## src/rtl/sha256_pkg.sv

```systemverilog
// Shared SHA-256 constants: initial hash words, H SRAM geometry and sequencer state encoding.
// Latency: none (declarations only).
// Backpressure: none (declarations only).
// Contents: WORD_W/H_ADDR_W widths, default sequencer limits, state_t, h_init() lookup.
package sha256_pkg;

  localparam int WORD_W            = 32;
  localparam int NUM_H             = 8;
  localparam int H_ADDR_W          = $clog2(NUM_H);
  localparam int DEF_MAX_MSG_LEN   = 55;
  localparam int DEF_STAGE_TIMEOUT = 1024;

  // Sequencer state encoding, kept explicit so the hash core and debug views agree on it.
  localparam logic [2:0] ST_IDLE  = 3'd0;
  localparam logic [2:0] ST_HINIT = 3'd1;
  localparam logic [2:0] ST_PAD   = 3'd2;
  localparam logic [2:0] ST_WGEN  = 3'd3;
  localparam logic [2:0] ST_HASH  = 3'd4;
  localparam logic [2:0] ST_DONE  = 3'd5;
  localparam logic [2:0] ST_ERR   = 3'd6;

  typedef enum logic [2:0] {
    S_IDLE  = ST_IDLE,
    S_HINIT = ST_HINIT,
    S_PAD   = ST_PAD,
    S_WGEN  = ST_WGEN,
    S_HASH  = ST_HASH,
    S_DONE  = ST_DONE,
    S_ERR   = ST_ERR
  } state_t;

  // SHA-256 initial hash value H(0), indexed by H SRAM address.
  function automatic logic [WORD_W-1:0] h_init(input logic [H_ADDR_W-1:0] idx);
    case (idx)
      3'd0:    h_init = 32'h6a09e667;
      3'd1:    h_init = 32'hbb67ae85;
      3'd2:    h_init = 32'h3c6ef372;
      3'd3:    h_init = 32'ha54ff53a;
      3'd4:    h_init = 32'h510e527f;
      3'd5:    h_init = 32'h9b05688c;
      3'd6:    h_init = 32'h1f83d9ab;
      default: h_init = 32'h5be0cd19;
    endcase
  endfunction

endpackage

```

## src/rtl/sha256_run_sched_if.sv

```systemverilog
// Single-port H SRAM request bundle (enable, read/write, address, write data).
// Latency: none (wires only).
// Backpressure: none; the requester owns the port only while its arbiter selects it.
// Modports: master drives the request, slave receives it.
interface sha256_run_sched_if;
  import sha256_pkg::*;

  logic                en;
  logic                rw;     // 1 = write, 0 = read
  logic [H_ADDR_W-1:0] addr;
  logic [WORD_W-1:0]   wdata;

  modport master (output en, rw, addr, wdata);
  modport slave  (input  en, rw, addr, wdata);

endinterface

```

## src/rtl/sha256_hmem_arb.sv

```systemverilog
// H SRAM port mux: init writes in HINIT, hash core in PAD/WGEN/HASH, host reads in IDLE/DONE/ERR.
// Latency: mux is combinational; host_h_rvld follows host_h_gnt by one cycle (SRAM read latency).
// Backpressure: host request is simply not granted in busy states and must be held until granted.
// Ports: clock/reset, state (sequencer state register), init_addr, core_h (in), host_h_req/addr (in),
//        h_mem (out), host_h_gnt/host_h_rvld (out).
module sha256_hmem_arb
  import sha256_pkg::*;
(
  input  logic                clock,
  input  logic                reset,
  input  state_t              state,
  input  logic [H_ADDR_W-1:0] init_addr,
  sha256_run_sched_if.slave   core_h,
  input  logic                host_h_req,
  input  logic [H_ADDR_W-1:0] host_h_addr,
  sha256_run_sched_if.master  h_mem,
  output logic                host_h_gnt,
  output logic                host_h_rvld
);

  logic live;      // low while reset is held and for the first cycle after, so no output leaks out of reset
  logic host_sel;

  always_ff @(posedge clock or negedge reset) begin
    if (!reset) begin
      live        <= 1'b0;
      host_h_rvld <= 1'b0;
    end else begin
      live        <= 1'b1;
      host_h_rvld <= host_h_gnt;
    end
  end

  always_comb begin
    h_mem.en    = 1'b0;
    h_mem.rw    = 1'b0;
    h_mem.addr  = '0;
    h_mem.wdata = '0;
    host_sel    = 1'b0;
    case (state)
      S_HINIT: begin
        h_mem.en    = 1'b1;
        h_mem.rw    = 1'b1;
        h_mem.addr  = init_addr;
        h_mem.wdata = h_init(init_addr);
      end
      S_PAD, S_WGEN, S_HASH: begin
        h_mem.en    = core_h.en;
        h_mem.rw    = core_h.rw;
        h_mem.addr  = core_h.addr;
        h_mem.wdata = core_h.wdata;
      end
      S_IDLE, S_DONE, S_ERR: host_sel = live;
      default: host_sel = 1'b0;
    endcase
    // Host only ever reads; rw stays 0 from the defaults.
    if (host_sel) begin
      h_mem.en   = host_h_req;
      h_mem.addr = host_h_addr;
    end
  end

  assign host_h_gnt = host_sel & host_h_req;

endmodule

```

## src/rtl/sha256_run_sched.sv

```systemverilog
// Sequences one SHA-256 block: reload H SRAM with H(0), then fire pad / W / hash stage go pulses in order.
// Latency: pad_go 9 cycles after an accepted go; w_go / h_go one cycle after pad_rdy / w_rdy; finish one cycle after h_finish.
// Backpressure: go ignored while busy; stage pulses outside their state are ignored; host H reads wait until not busy.
// Ports: clock/reset; main_go_sig/msg_len; pad_rdy/w_rdy/h_finish; regop_*_go pulses; core_h (in);
//        host_h_req/addr (in); h_mem (out); host_h_gnt/rvld; busy; regop_finish/regop_err (sticky).
module sha256_run_sched
  import sha256_pkg::*;
#(
  parameter int MAX_MESSAGE_LENGTH = DEF_MAX_MSG_LEN,
  parameter int NUMBER_OF_Hs       = NUM_H,
  parameter int STAGE_TIMEOUT      = DEF_STAGE_TIMEOUT
) (
  input  logic                                  clock,
  input  logic                                  reset,
  input  logic                                  main_go_sig,
  input  logic [$clog2(MAX_MESSAGE_LENGTH)-1:0] msg_len,
  input  logic                                  pad_rdy,
  input  logic                                  w_rdy,
  input  logic                                  h_finish,
  output logic                                  regop_pad_go,
  output logic                                  regop_w_go,
  output logic                                  regop_h_go,
  sha256_run_sched_if.slave                     core_h,
  input  logic                                  host_h_req,
  input  logic [H_ADDR_W-1:0]                   host_h_addr,
  sha256_run_sched_if.master                    h_mem,
  output logic                                  host_h_gnt,
  output logic                                  host_h_rvld,
  output logic                                  busy,
  output logic                                  regop_finish,
  output logic                                  regop_err
);

  localparam int MSG_LEN_W = $clog2(MAX_MESSAGE_LENGTH);
  localparam int WDOG_W    = $clog2(STAGE_TIMEOUT);

  localparam logic [MSG_LEN_W-1:0] MAX_LEN    = MSG_LEN_W'(MAX_MESSAGE_LENGTH);
  localparam logic [H_ADDR_W-1:0]  LAST_H     = H_ADDR_W'(NUMBER_OF_Hs - 1);
  localparam logic [WDOG_W-1:0]    WDOG_LIMIT = WDOG_W'(STAGE_TIMEOUT - 1);

  state_t              state_q, state_d;
  logic [H_ADDR_W-1:0] init_idx_q, init_idx_d;
  logic [WDOG_W-1:0]   wdog_q, wdog_d;
  logic                pad_go_d, w_go_d, h_go_d;
  logic                finish_q, finish_d;
  logic                err_q, err_d;
  logic                waiting;

  assign waiting = (state_q == S_PAD) || (state_q == S_WGEN) || (state_q == S_HASH);

  always_ff @(posedge clock or negedge reset) begin
    if (!reset) begin
      state_q      <= S_IDLE;
      init_idx_q   <= '0;
      wdog_q       <= '0;
      regop_pad_go <= 1'b0;
      regop_w_go   <= 1'b0;
      regop_h_go   <= 1'b0;
      finish_q     <= 1'b0;
      err_q        <= 1'b0;
    end else begin
      state_q      <= state_d;
      init_idx_q   <= init_idx_d;
      wdog_q       <= wdog_d;
      regop_pad_go <= pad_go_d;
      regop_w_go   <= w_go_d;
      regop_h_go   <= h_go_d;
      finish_q     <= finish_d;
      err_q        <= err_d;
    end
  end

  always_comb begin
    state_d    = state_q;
    init_idx_d = init_idx_q;
    wdog_d     = '0;
    pad_go_d   = 1'b0;
    w_go_d     = 1'b0;
    h_go_d     = 1'b0;
    finish_d   = finish_q;
    err_d      = err_q;

    case (state_q)
      S_IDLE, S_DONE, S_ERR: begin
        if (main_go_sig) begin
          finish_d   = 1'b0;
          err_d      = 1'b0;
          init_idx_d = '0;
          if (msg_len > MAX_LEN) begin
            state_d = S_ERR;
            err_d   = 1'b1;
          end else begin
            state_d = S_HINIT;
          end
        end
      end
      S_HINIT: begin
        // The pad go leaves with the state change so it lands on the cycle after the last write.
        if (init_idx_q == LAST_H) begin
          state_d  = S_PAD;
          pad_go_d = 1'b1;
        end else begin
          init_idx_d = init_idx_q + H_ADDR_W'(1);
        end
      end
      S_PAD: begin
        if (pad_rdy) begin
          state_d = S_WGEN;
          w_go_d  = 1'b1;
        end
      end
      S_WGEN: begin
        if (w_rdy) begin
          state_d = S_HASH;
          h_go_d  = 1'b1;
        end
      end
      S_HASH: begin
        if (h_finish) begin
          state_d  = S_DONE;
          finish_d = 1'b1;
        end
      end
      default: state_d = S_IDLE;
    endcase

    // Watchdog: runs only while parked in a waiting state; any state change leaves it cleared.
    // A stage completing in the same cycle as the limit wins over the timeout.
    // The >= compare keeps it from wrapping even if the limit is ever the counter's max value.
    if (waiting && (state_d == state_q)) begin
      if (wdog_q >= WDOG_LIMIT) begin
        state_d = S_ERR;
        err_d   = 1'b1;
      end else begin
        wdog_d = wdog_q + WDOG_W'(1);
      end
    end
  end

  assign busy         = (state_q == S_HINIT) || waiting;
  assign regop_finish = finish_q;
  assign regop_err    = err_q;

  sha256_hmem_arb u_arb (
    .clock       (clock),
    .reset       (reset),
    .state       (state_q),
    .init_addr   (init_idx_q),
    .core_h      (core_h),
    .host_h_req  (host_h_req),
    .host_h_addr (host_h_addr),
    .h_mem       (h_mem),
    .host_h_gnt  (host_h_gnt),
    .host_h_rvld (host_h_rvld)
  );

endmodule

```

## src/flat_wrapper.sv

```systemverilog
// flat-port wrapper written by rule: the top's interface ports become plain ports
module sha256_run_sched_flat import sha256_pkg::*;
#(
  parameter int MAX_MESSAGE_LENGTH = DEF_MAX_MSG_LEN,
  parameter int NUMBER_OF_Hs       = NUM_H,
  parameter int STAGE_TIMEOUT      = DEF_STAGE_TIMEOUT
)
  (clock, reset, main_go_sig, msg_len, pad_rdy, w_rdy, h_finish, regop_pad_go, regop_w_go, regop_h_go, host_h_req, host_h_addr, host_h_gnt, host_h_rvld, busy, regop_finish, regop_err, core_h_en, core_h_rw, core_h_addr, core_h_wdata, h_mem_en, h_mem_rw, h_mem_addr, h_mem_wdata);
  sha256_run_sched_if core_h_i ();
  sha256_run_sched_if h_mem_i ();
  input  logic clock;
  input  logic reset;
  input  logic main_go_sig;
  input  logic [$clog2(MAX_MESSAGE_LENGTH)-1:0] msg_len;
  input  logic pad_rdy;
  input  logic w_rdy;
  input  logic h_finish;
  output logic regop_pad_go;
  output logic regop_w_go;
  output logic regop_h_go;
  input  logic host_h_req;
  input  logic [H_ADDR_W-1:0] host_h_addr;
  output logic host_h_gnt;
  output logic host_h_rvld;
  output logic busy;
  output logic regop_finish;
  output logic regop_err;
  input wire logic [$bits(core_h_i.en)-1:0] core_h_en;
  input wire logic [$bits(core_h_i.rw)-1:0] core_h_rw;
  input wire logic [$bits(core_h_i.addr)-1:0] core_h_addr;
  input wire logic [$bits(core_h_i.wdata)-1:0] core_h_wdata;
  output wire logic [$bits(h_mem_i.en)-1:0] h_mem_en;
  output wire logic [$bits(h_mem_i.rw)-1:0] h_mem_rw;
  output wire logic [$bits(h_mem_i.addr)-1:0] h_mem_addr;
  output wire logic [$bits(h_mem_i.wdata)-1:0] h_mem_wdata;
  assign core_h_i.en = core_h_en;
  assign core_h_i.rw = core_h_rw;
  assign core_h_i.addr = core_h_addr;
  assign core_h_i.wdata = core_h_wdata;
  assign h_mem_en = h_mem_i.en;
  assign h_mem_rw = h_mem_i.rw;
  assign h_mem_addr = h_mem_i.addr;
  assign h_mem_wdata = h_mem_i.wdata;
  sha256_run_sched #(.MAX_MESSAGE_LENGTH(MAX_MESSAGE_LENGTH), .NUMBER_OF_Hs(NUMBER_OF_Hs), .STAGE_TIMEOUT(STAGE_TIMEOUT)) u_core (.clock(clock), .reset(reset), .main_go_sig(main_go_sig), .msg_len(msg_len), .pad_rdy(pad_rdy), .w_rdy(w_rdy), .h_finish(h_finish), .regop_pad_go(regop_pad_go), .regop_w_go(regop_w_go), .regop_h_go(regop_h_go), .core_h(core_h_i), .host_h_req(host_h_req), .host_h_addr(host_h_addr), .h_mem(h_mem_i), .host_h_gnt(host_h_gnt), .host_h_rvld(host_h_rvld), .busy(busy), .regop_finish(regop_finish), .regop_err(regop_err));
endmodule
```

## config.mk

```make
export PLATFORM = sky130hd
export DESIGN_NAME = sha256_run_sched_flat
export DESIGN_NICKNAME = d
export VERILOG_FILES = /design/src/rtl/sha256_pkg.sv /design/src/rtl/sha256_run_sched_if.sv /design/src/rtl/sha256_hmem_arb.sv /design/src/rtl/sha256_run_sched.sv /design/src/flat_wrapper.sv
export SDC_FILE = /design/constraint.sdc
export NUM_CORES = 1
export LEC_CHECK = 0
export BUFFER_PORTS_ARGS = -buffer_cell sky130_fd_sc_hd__buf_2
export CAP_MARGIN = 20
export CORE_UTILIZATION = 46
export DETAILED_ROUTE_END_ITERATION = 6
export PLACE_DENSITY = 0.81
export SYNTH_ARGS = -nofsm -noshare
export SYNTH_HDL_FRONTEND = slang
export SYNTH_SLANG_ARGS = --single-unit
```

## constraint.sdc

```tcl
create_clock -name clock -period 3 [get_ports clock]
set_input_delay 0.75 -clock clock [delete_from_list [all_inputs] [get_ports clock]]
set_output_delay 0.75 -clock clock [all_outputs]
set_load 0.01 [all_outputs]
```

==> results of run 1 <==
[cell families after synthesis]
logic type | after synthesis
muxes | 2
other | 1
AOI/OAI and AO/OA | 70
and+or+nand+nor | 116
buffers and inverters | 24
xor gates and xnor gates | 9
DFF | 23
adders and majority gates | 7
[power breakdown]
part | switching, mW | leakage [nW] | internal, mW | total [mW]
combinational | 1.06 | 0.977 | 0.798 | 1.86
sequential | 0.0876 | 0.308 | 0.368 | 0.455
clock | 0.104 | 0.0217 | 0.0941 | 0.198
[stage by stage]
step	power, mW	utilization (%)	setup TNS, ns	instances
floorplan	1.64	-	0	252
global placement	2.24	60.8	0	387
detailed placement	2.27	60.8	0	387
CTS	2.49	62.2	0	391
global route	2.76	62.7	-0.0137	391
finish	2.51	62.7	0	391
[worst paths after layout]
kind                                        end  cells after the start
setup / recovery                h_mem_wdata[14]                      6
hold / removal                 u_core.wdog_q[7]                      1
setup reg to reg              u_core.state_q[0]                      4
hold reg to reg                u_core.wdog_q[0]                      1
max in group asynchronous  u_core.init_idx_q[1]                      1
min in group clock             u_core.wdog_q[0]                      1
[cell usage after synthesis (all sizes together), types with 2 or more instances]
master	count
nor2b	3
a21o	3
a221o	5
nor3	4
o211ai	3
nand3	8
and4	2
and2	4
nand3b	2
a21oi	10
nand2b	9
mux2i	2
o21ai	31
a21boi	2
ha	7
xor2	6
nor2	27
nor4	4
a31oi	2
dfrtp	23
buf	10
nand4	2
and3	3
xnor2	3
inv	6
clkbuf	7
a2bb2oi	2
nand2	43
a22o	2
[metal layers]
metal	track usage [%]	vias to the layer above	wire, µm
met1	26.1	963	2120
li1	-	1064	-
met5	0	-	0
met2	39.8	62	2460
met4	7.98	0	85
met3	1.37	7	236
[final cells by class]
type                            count  area (µm²)  area share [%]
Timing Repair Buffer              102         531            21.2
Sequential cell                    23         577            23.0
Clock inverter                      1        7.51           0.300
Inverter                            7        26.3            1.05
Multi-Input combinational cell    205        1260            50.3
Clock buffer                        3        41.3            1.65
Tap cell                           50        62.6            2.50
[worst max-delay path, cell delays in order, from the launching register on]
cell and delay, ns:
dfrtp_1 0.48, ha_1 0.28, ha_1 0.25, buf_4 0.18, o31ai_2 0.32, o311ai_0 0.20
buf_2 0.18
[repair_timing]
action | CTS | global route
pin swaps | 0 | 1
hold buffers | 0 | 0
hold endpoints to repair | 0 | 0
resized for setup | 1 | 7
endpoints found under the setup margin | 7 | 16
[state kept, by name, indices dropped and copies added, names as in the netlist]
name and cells:
u_core.state_q 3, u_core.regop_pad_go 1, u_core.regop_h_go 1, u_core.regop_w_go 1, u_core.init_idx_q 3, u_core.wdog_q 10, u_core.u_arb.host_h_rvld 1, u_core.regop_finish 1
u_core.regop_err 1, u_core.u_arb.live 1
==> impl_metrics.env, run 1 <==
export IMPL_synth_nets=312
export IMPL_tightestPinTransition_ns=0.502
export IMPL_synth_ff_type="dfrtp_1"
export IMPL_ys_seq_area_share_pct=29.9
export IMPL_finClkSkew_ns=0.00265
export IMPL_ir_drop_v=0.000437
export IMPL_synth_top_family_by_area="simple AND/OR/NAND/NOR gates"
export IMPL_die_y_um=66.7
export IMPL_grt_pass1_vias=1724
export IMPL_cp_data_required_time_ns=2.25
export IMPL_run_status="finished clean"
export IMPL_rrSetupSlack_ns=1.29
export IMPL_start_util_pct=48.2
export IMPL_synth_xor_area_share_pct=4.09
export IMPL_antenna_found_initial=0
export IMPL_nFillCells=378
export IMPL_cts_reportedPaths_clkPinSlew_ns=0.08
export IMPL_place_area_um2=2430
export IMPL_io_pins=98
export IMPL_critPathMaxFanout=8
export IMPL_core_rowCount=23
export IMPL_max_slew_margin_pct=66.5
export IMPL_period_minus_slack_ns=2.90
export IMPL_clk_latency_ns=0.27
export IMPL_synthArstFlopShare_pct=100
export IMPL_grt_first_pass_wirelength_mm=7.47
export IMPL_finalHoldViolCount=0
export IMPL_cp_end_kind="primary output"
export IMPL_ys_seq_elements=23
export IMPL_root_buffer="clkbuf_8"
export IMPL_final_cell_mix="94 x buf_2, 42 x nand2_1, 31 x o21ai_0"
export IMPL_htreeDepth=1
export IMPL_period_share_pct=96.7
export IMPL_hp_class="in2async"
export IMPL_start_kind="flop"
export IMPL_clockBufferDepth=2
export IMPL_first_pass_iters=4
export IMPL_synth_top_area_cell="dfrtp_1"
export IMPL_drive_gt1_share_pct=34.9
export IMPL_place_hpwl_mm=3.72
export IMPL_p_per_area_nw_per_um2=1000
export IMPL_clock_fmax_mhz=345
export IMPL_fp_coreArea_um2=4000
export IMPL_grt_overflow=0
export IMPL_syn_inst=252
export IMPL_synth_area_mux_share_pct=1.04
export IMPL_final_cell_area_um2=2510
export IMPL_cts_buffers_inserted=3
export IMPL_cts_num_sinks=23
export IMPL_setup_slack_ns=0.0990
export IMPL_setup_violations=0
export IMPL_cts_tree="done"
export IMPL_synth_area_leaders="dfrtp_1 30%, nand2_1 8.2%, o21ai_0 8.1%"
export IMPL_die_w_um=66.7
export IMPL_worstPathArrival_ns=2.15
export IMPL_place_congestion=0.810
export IMPL_synthSimpleGateAreaFrac_pct=30.3
export IMPL_drcViolationCount=0
export IMPL_cp_startpoint="u_core.init_idx_q[0]"
export IMPL_yosys_area_share_adder_pct=4.55
export IMPL_netlist_area_um2=1930
export IMPL_worstSetupPathType="reg2out"
export IMPL_synth_top_area_share_pct=29.9
export IMPL_nets=402
export IMPL_post_cts_setup_buffers=0
export IMPL_area_growth_pct=30.1
export IMPL_wl_per_cell_um=12.5
export IMPL_hold_ws_ns=0.438
export IMPL_drt_total_wl_mm=4.90
export IMPL_dieArea_um2=4450
export IMPL_cap_viol_max_count=0
export IMPL_synth_area_per_cell_um2=7.65
export IMPL_synth_compound_area_share_pct=24.0
export IMPL_via_count=2096
export IMPL_final_antenna_net_count=0
export IMPL_dr_first_iter_drc_count=108
export IMPL_leakage_nw=1.31
export IMPL_yosys_cell_types_count=53
export IMPL_synth_edf_count=0
export IMPL_layout_commonest_cell="buf_2"
export IMPL_rsz0062_at_grt="true"
export IMPL_port_buffers=94
export IMPL_ys_warn_count=0
export IMPL_n_antenna_cell=0
export IMPL_drv_slew=0
export IMPL_pre_cts_ws_ns=0.210
export IMPL_rr_startpoint="u_core.state_q[2]"
export IMPL_grt_start_max_net_pins=38
export IMPL_routed_via_density=5.36
export IMPL_grt_usage_pct=21.7
No activity file was read; power rests on OpenSTA's default activity.
==> run 2: changes to the inputs <==
Settings changed: MAX_ROUTING_LAYER set to met4.
==> impl_metrics.env, run 2 (synthesis gave the netlist of run 1 again) <==
export IMPL_final_cell_area_um2=2510
export IMPL_start_kind="flop"
export IMPL_rr_endpoint="u_core.state_q[0]"
export IMPL_via_count=2111
export IMPL_multi_input_area_um2=1260
export IMPL_cts_hold_buf=0
export IMPL_max_slew_margin_pct=66.6
export IMPL_wl_per_cell_um=12.6
export IMPL_drt_total_wl_mm=4.91
export IMPL_run_status="finished clean"
export IMPL_grt_usage_pct=22.3
export IMPL_hp_class="in2async"
export IMPL_reg2regPathDepth=4
export IMPL_wl_met3_um=256
export IMPL_ir_drop_v=0.000438
export IMPL_largest_reg_flops=10
export IMPL_final_cell_mix="94 x buf_2, 42 x nand2_1, 31 x o21ai_0"
export IMPL_grt_first_pass_wirelength_mm=7.48
export IMPL_nFillCells=378
export IMPL_cts_tree="done"
export IMPL_worstPathArrival_ns=2.15
export IMPL_hold_ws_ns=0.437
export IMPL_n_antenna_cell=0
export IMPL_layout_commonest_cell="buf_2"
export IMPL_rsz0062_at_grt="true"
export IMPL_p_total_mw=2.51
export IMPL_post_cts_setup_buffers=0
export IMPL_p_per_area_nw_per_um2=1000
export IMPL_cp_end_kind="primary output"
export IMPL_die_w_um=66.7
export IMPL_highest_layer="met4"
export IMPL_place_hpwl_mm=3.72
export IMPL_dieArea_um2=4450
export IMPL_die_y_um=66.7
export IMPL_period_minus_slack_ns=2.90
export IMPL_place_congestion=0.822
export IMPL_tightestPinTransition_ns=0.500
export IMPL_area_growth_pct=30.1
export IMPL_clk_latency_ns=0.27
export IMPL_port_buffers=94
export IMPL_cts_reportedPaths_clkPinSlew_ns=0.08
export IMPL_cpMaxStageDelayCell="dfrtp_1"
export IMPL_rrSetupSlack_ns=1.30
export IMPL_root_buffer="clkbuf_8"
export IMPL_grt_overflow=0
export IMPL_largest_register="u_core.wdog_q"
export IMPL_io_pins=98
export IMPL_critPathMaxFanout=8
export IMPL_setup_violations=0
export IMPL_grt_pass1_vias=1721
export IMPL_cp_data_required_time_ns=2.25
export IMPL_worstSetupPathType="reg2out"
export IMPL_finClkSkew_ns=0.00265
export IMPL_postLayoutCoreUtil_pct=62.7
export IMPL_drv_slew=0
export IMPL_cts_buffers_inserted=3
export IMPL_fp_coreArea_um2=4000
export IMPL_tns_ns=0
export IMPL_drcViolationCount=0
export IMPL_period_share_pct=96.8
export IMPL_start_util_pct=48.2
export IMPL_routed_via_density=5.40
export IMPL_cap_viol_max_count=0
export IMPL_antenna_found_initial=0
export IMPL_dr_first_iter_drc_count=130
export IMPL_grt_start_max_net_pins=38
export IMPL_drt_met1_wl_mm=2.12
export IMPL_max_stage_delay_ns=0.48
export IMPL_cpMostUsedCell="ha_1"
export IMPL_drive_gt1_share_pct=34.9
export IMPL_final_antenna_net_count=0
export IMPL_cp_startpoint="u_core.init_idx_q[0]"
export IMPL_place_area_um2=2430
export IMPL_cts_num_sinks=23
export IMPL_worstPathCellList="ha_1 > ha_1 > buf_4 > o31ai_2 > o311ai_0 > buf_2"
export IMPL_first_pass_iters=4
export IMPL_rr_startpoint="u_core.state_q[2]"
export IMPL_nets=402
export IMPL_seqCellArea_um2=577
export IMPL_clockBufferDepth=2
export IMPL_finalHoldViolCount=0
export IMPL_core_rowCount=23
export IMPL_clock_fmax_mhz=344
export IMPL_htreeDepth=1
export IMPL_largest_registers="u_core.wdog_q (10), u_core.init_idx_q (3), u_core.state_q (3)"
export IMPL_leakage_nw=1.31
export IMPL_met2WireLength_mm=2.45
run 2: cell counts in the layout (fill, tap and decap cells not counted):
No cell type changed its count.
run 2: final cells by class:
| cell class | count | area share, % |
|---|---|---|
| Clock inverter | 1 | 0.300 |
| Timing Repair Buffer | 102 | 21.2 |
| Tap cell | 50 | 2.50 |
| Sequential cell | 23 | 23.0 |
| Inverter | 7 | 1.05 |
| Clock buffer | 3 | 1.65 |
| Multi-Input combinational cell | 205 | 50.3 |
run 2: metal layers:
| metal | up-vias | GRT usage (%) |
|---|---|---|
| met1 | 972 | 26.2 |
| met4 | 0 | 7.98 |
| li1 | 1065 | - |
| met5 | - | - |
| met2 | 67 | 39.8 |
| met3 | 7 | 1.37 |
run 2: worst max path at each step:
stage | endpoint | slack (ns) | cells past startpoint
2_1_floorplan | h_mem_wdata[4] | 0.41 | 7
3_3_place_gp | h_mem_wdata[22] | 0.25 | 6
3_5_place_dp | h_mem_wdata[4] | 0.21 | 6
4_1_cts | h_mem_wdata[14] | 0.002 | 6
5_1_grt | h_mem_wdata[14] | -0.01 | 6
6_report | h_mem_wdata[14] | 0.1 | 6
run 2: critical path, delay by kind of cell, from the launching register on:
kind	cells	cell delay, ns
buf+inv	2	0.36
flops	1	0.48
fa+ha+maj	2	0.53
compound gates	2	0.52
run 2: timing repair:
| action | 4_1_cts | 5_1_grt |
|---|---|---|
| setup endpoints to repair | 7 | 17 |
| resized for setup | 1 | 7 |
| pin swaps | 0 | 1 |
run 2: through the flow:
stage          worst slack (ns)  instances
6_report                 0.0971        391
5_1_grt                 -0.0130        391
4_1_cts                 0.00173        391
3_5_place_dp              0.210        387
3_3_place_gp              0.250        387
2_1_floorplan             0.411        252
run 2: power by group:
| part | switching (mW) | internal, mW |
|---|---|---|
| Clock | 0.104 | 0.0941 |
| Sequential | 0.0876 | 0.368 |
| Combinational | 1.06 | 0.798 |
==> run 3: changes to the inputs <==
Settings changed: RECOVER_POWER set to 100.
==> impl_metrics.env, run 3 (synthesis gave the netlist of run 1 again) <==
export IMPL_area_growth_pct=27.2
export IMPL_cts_reportedPaths_clkPinSlew_ns=0.08
export IMPL_finClkSkew_ns=0.00337
export IMPL_layout_commonest_cell="buf_2"
export IMPL_cap_viol_max_count=0
export IMPL_drt_total_wl_mm=4.95
export IMPL_routed_via_density=5.39
export IMPL_final_cell_mix="71 x buf_2, 42 x nand2_1, 31 x o21ai_0"
export IMPL_grt_use_met1_pct=26.2
export IMPL_post_cts_setup_buffers=0
export IMPL_first_pass_iters=4
export IMPL_cts_num_sinks=23
export IMPL_drv_slew=0
export IMPL_cp_end_kind="primary output"
export IMPL_io_pins=98
export IMPL_core_rowCount=23
export IMPL_start_kind="flop"
export IMPL_postLayoutCoreUtil_pct=61.3
export IMPL_drive_gt1_share_pct=27.3
export IMPL_run_status="finished clean"
export IMPL_grt_start_max_net_pins=38
export IMPL_finalHoldViolCount=0
export IMPL_worstPathArrival_ns=2.15
export IMPL_cp_data_required_time_ns=2.25
export IMPL_tightestPinTransition_ns=1.20
export IMPL_hp_class="reg2reg"
export IMPL_power_frac_comb_pct=73.5
export IMPL_period_minus_slack_ns=2.90
export IMPL_setup_slack_ns=0.0985
export IMPL_dr_first_iter_drc_count=114
export IMPL_grt_pass1_vias=1721
export IMPL_die_w_um=66.7
export IMPL_critPathMaxFanout=8
export IMPL_largest_register="u_core.wdog_q"
export IMPL_rsz0062_at_grt="true"
export IMPL_htreeDepth=1
export IMPL_largest_reg_flops=10
export IMPL_dieArea_um2=4450
export IMPL_max_slew_margin_pct=19.8
export IMPL_post_layout_nonfiller_instances=391
export IMPL_via_count=2109
export IMPL_p_int_mw=1.21
export IMPL_busiest_layer="met2"
export IMPL_grt_first_pass_wirelength_mm=7.48
export IMPL_grt_overflow=0
export IMPL_n_antenna_cell=0
export IMPL_ir_drop_v=0.000450
export IMPL_antenna_found_initial=0
export IMPL_clkPwrFrac_pct=8.0
export IMPL_leakage_nw=1.19
export IMPL_clock_fmax_mhz=345
export IMPL_clk_latency_ns=0.27
export IMPL_fp_coreArea_um2=4000
export IMPL_worstSetupPathType="reg2out"
export IMPL_start_util_pct=48.2
export IMPL_p_sw_share_pct=51.0
export IMPL_wl_per_cell_um=12.7
export IMPL_grt_met3_usage_pct=1.37
export IMPL_place_hpwl_mm=3.72
export IMPL_place_congestion=0.822
export IMPL_cts_buffers_inserted=3
export IMPL_met2_usage_pct=39.8
export IMPL_setup_violations=0
export IMPL_die_y_um=66.7
export IMPL_pre_cts_ws_ns=0.210
export IMPL_final_antenna_net_count=0
export IMPL_cts_hold_buf=0
export IMPL_nets=402
export IMPL_nFillCells=395
export IMPL_netSwitchingPower_mw=1.26
export IMPL_sequentialPowerShare_pct=18.4
export IMPL_port_buffers=94
export IMPL_largest_registers="u_core.wdog_q (10), u_core.init_idx_q (3), u_core.state_q (3)"
export IMPL_p_total_mw=2.47
export IMPL_root_buffer="clkbuf_8"
export IMPL_grt_usage_pct=22.3
export IMPL_clockBufferDepth=2
export IMPL_p_per_area_nw_per_um2=1010
export IMPL_dpl_cell_count=387
export IMPL_period_share_pct=96.7
export IMPL_cts_tree="done"
export IMPL_drcViolationCount=0
[run 3: cell count changes in the layout (fill, tap and decap cells not counted), sizes merged]
| cell | change |
|---|---|
| buf | -24 |
| clkbuf | +24 |
[run 3: worst paths after layout]
kind | slack [ns] | start | depth (start not counted) | endpoint
hold / removal | 0.49 | u_core.wdog_q[0] | 1 | u_core.wdog_q[0]
min in group asynchronous | 0.70 | reset | 1 | u_core.regop_h_go
hold reg to reg | 0.49 | u_core.wdog_q[0] | 1 | u_core.wdog_q[0]
max in group asynchronous | 1.50 | reset | 1 | u_core.init_idx_q[1]
setup / recovery | 0.1 | u_core.init_idx_q[0] | 6 | h_mem_wdata[14]
setup reg to reg | 1.09 | u_core.state_q[0] | 4 | u_core.state_q[0]
[run 3: layout make-up]
class | count | area (µm²) | area share, %
well taps | 50 | 62.6 | 2.55
repair buffers | 102 | 499 | 20.4
clock buffers | 3 | 41.3 | 1.68
flip-flops and latches | 23 | 577 | 23.5
multi-input cells | 205 | 1240 | 50.5
clock inverters | 1 | 7.51 | 0.306
inverters | 7 | 26.3 | 1.07
[run 3: per-stage QoR]
stage          hold WS [ns]  TNS [ns]  cell area [µm²]
4_1_cts               0.455         0             2490
5_1_grt               0.525   -0.0137             2450
2_1_floorplan         0.444         0             1930
6_report              0.492         0             2450
3_3_place_gp          0.466         0             2430
3_5_place_dp          0.480         0             2430
[run 3: layer usage]
layer / vias up / part of all wire, %
met5: - / 0
met4: 0 / 1.7
met3: 7 / 5.1
met2: 71 / 50
met1: 968 / 44
li1: 1063 / -
[run 3: worst max-delay path: stages (launching register included)]
cell	delay, ns
dfrtp_1	0.48
ha_1	0.28
ha_1	0.25
buf_4	0.18
o31ai_2	0.32
o311ai_0	0.20
buf_2	0.18
[run 3: power by group through the flow]
| stage | combinational [mW] | clock (mW) | sequential (mW) |
|---|---|---|---|
| floorplan | 1.22 | 0 | 0.425 |
| global placement | 1.79 | 0 | 0.454 |
| detailed placement | 1.81 | 0 | 0.458 |
| CTS | 1.84 | 0.203 | 0.453 |
| global route | 2.03 | 0.218 | 0.465 |
| finish | 1.81 | 0.198 | 0.455 |
[run 3: repair_timing]
item | 4_1_cts | 5_1_grt
resized for setup | 1 | 7
cloned | 0 | 0
setup endpoints to repair | 7 | 17
pin swaps | 0 | 1
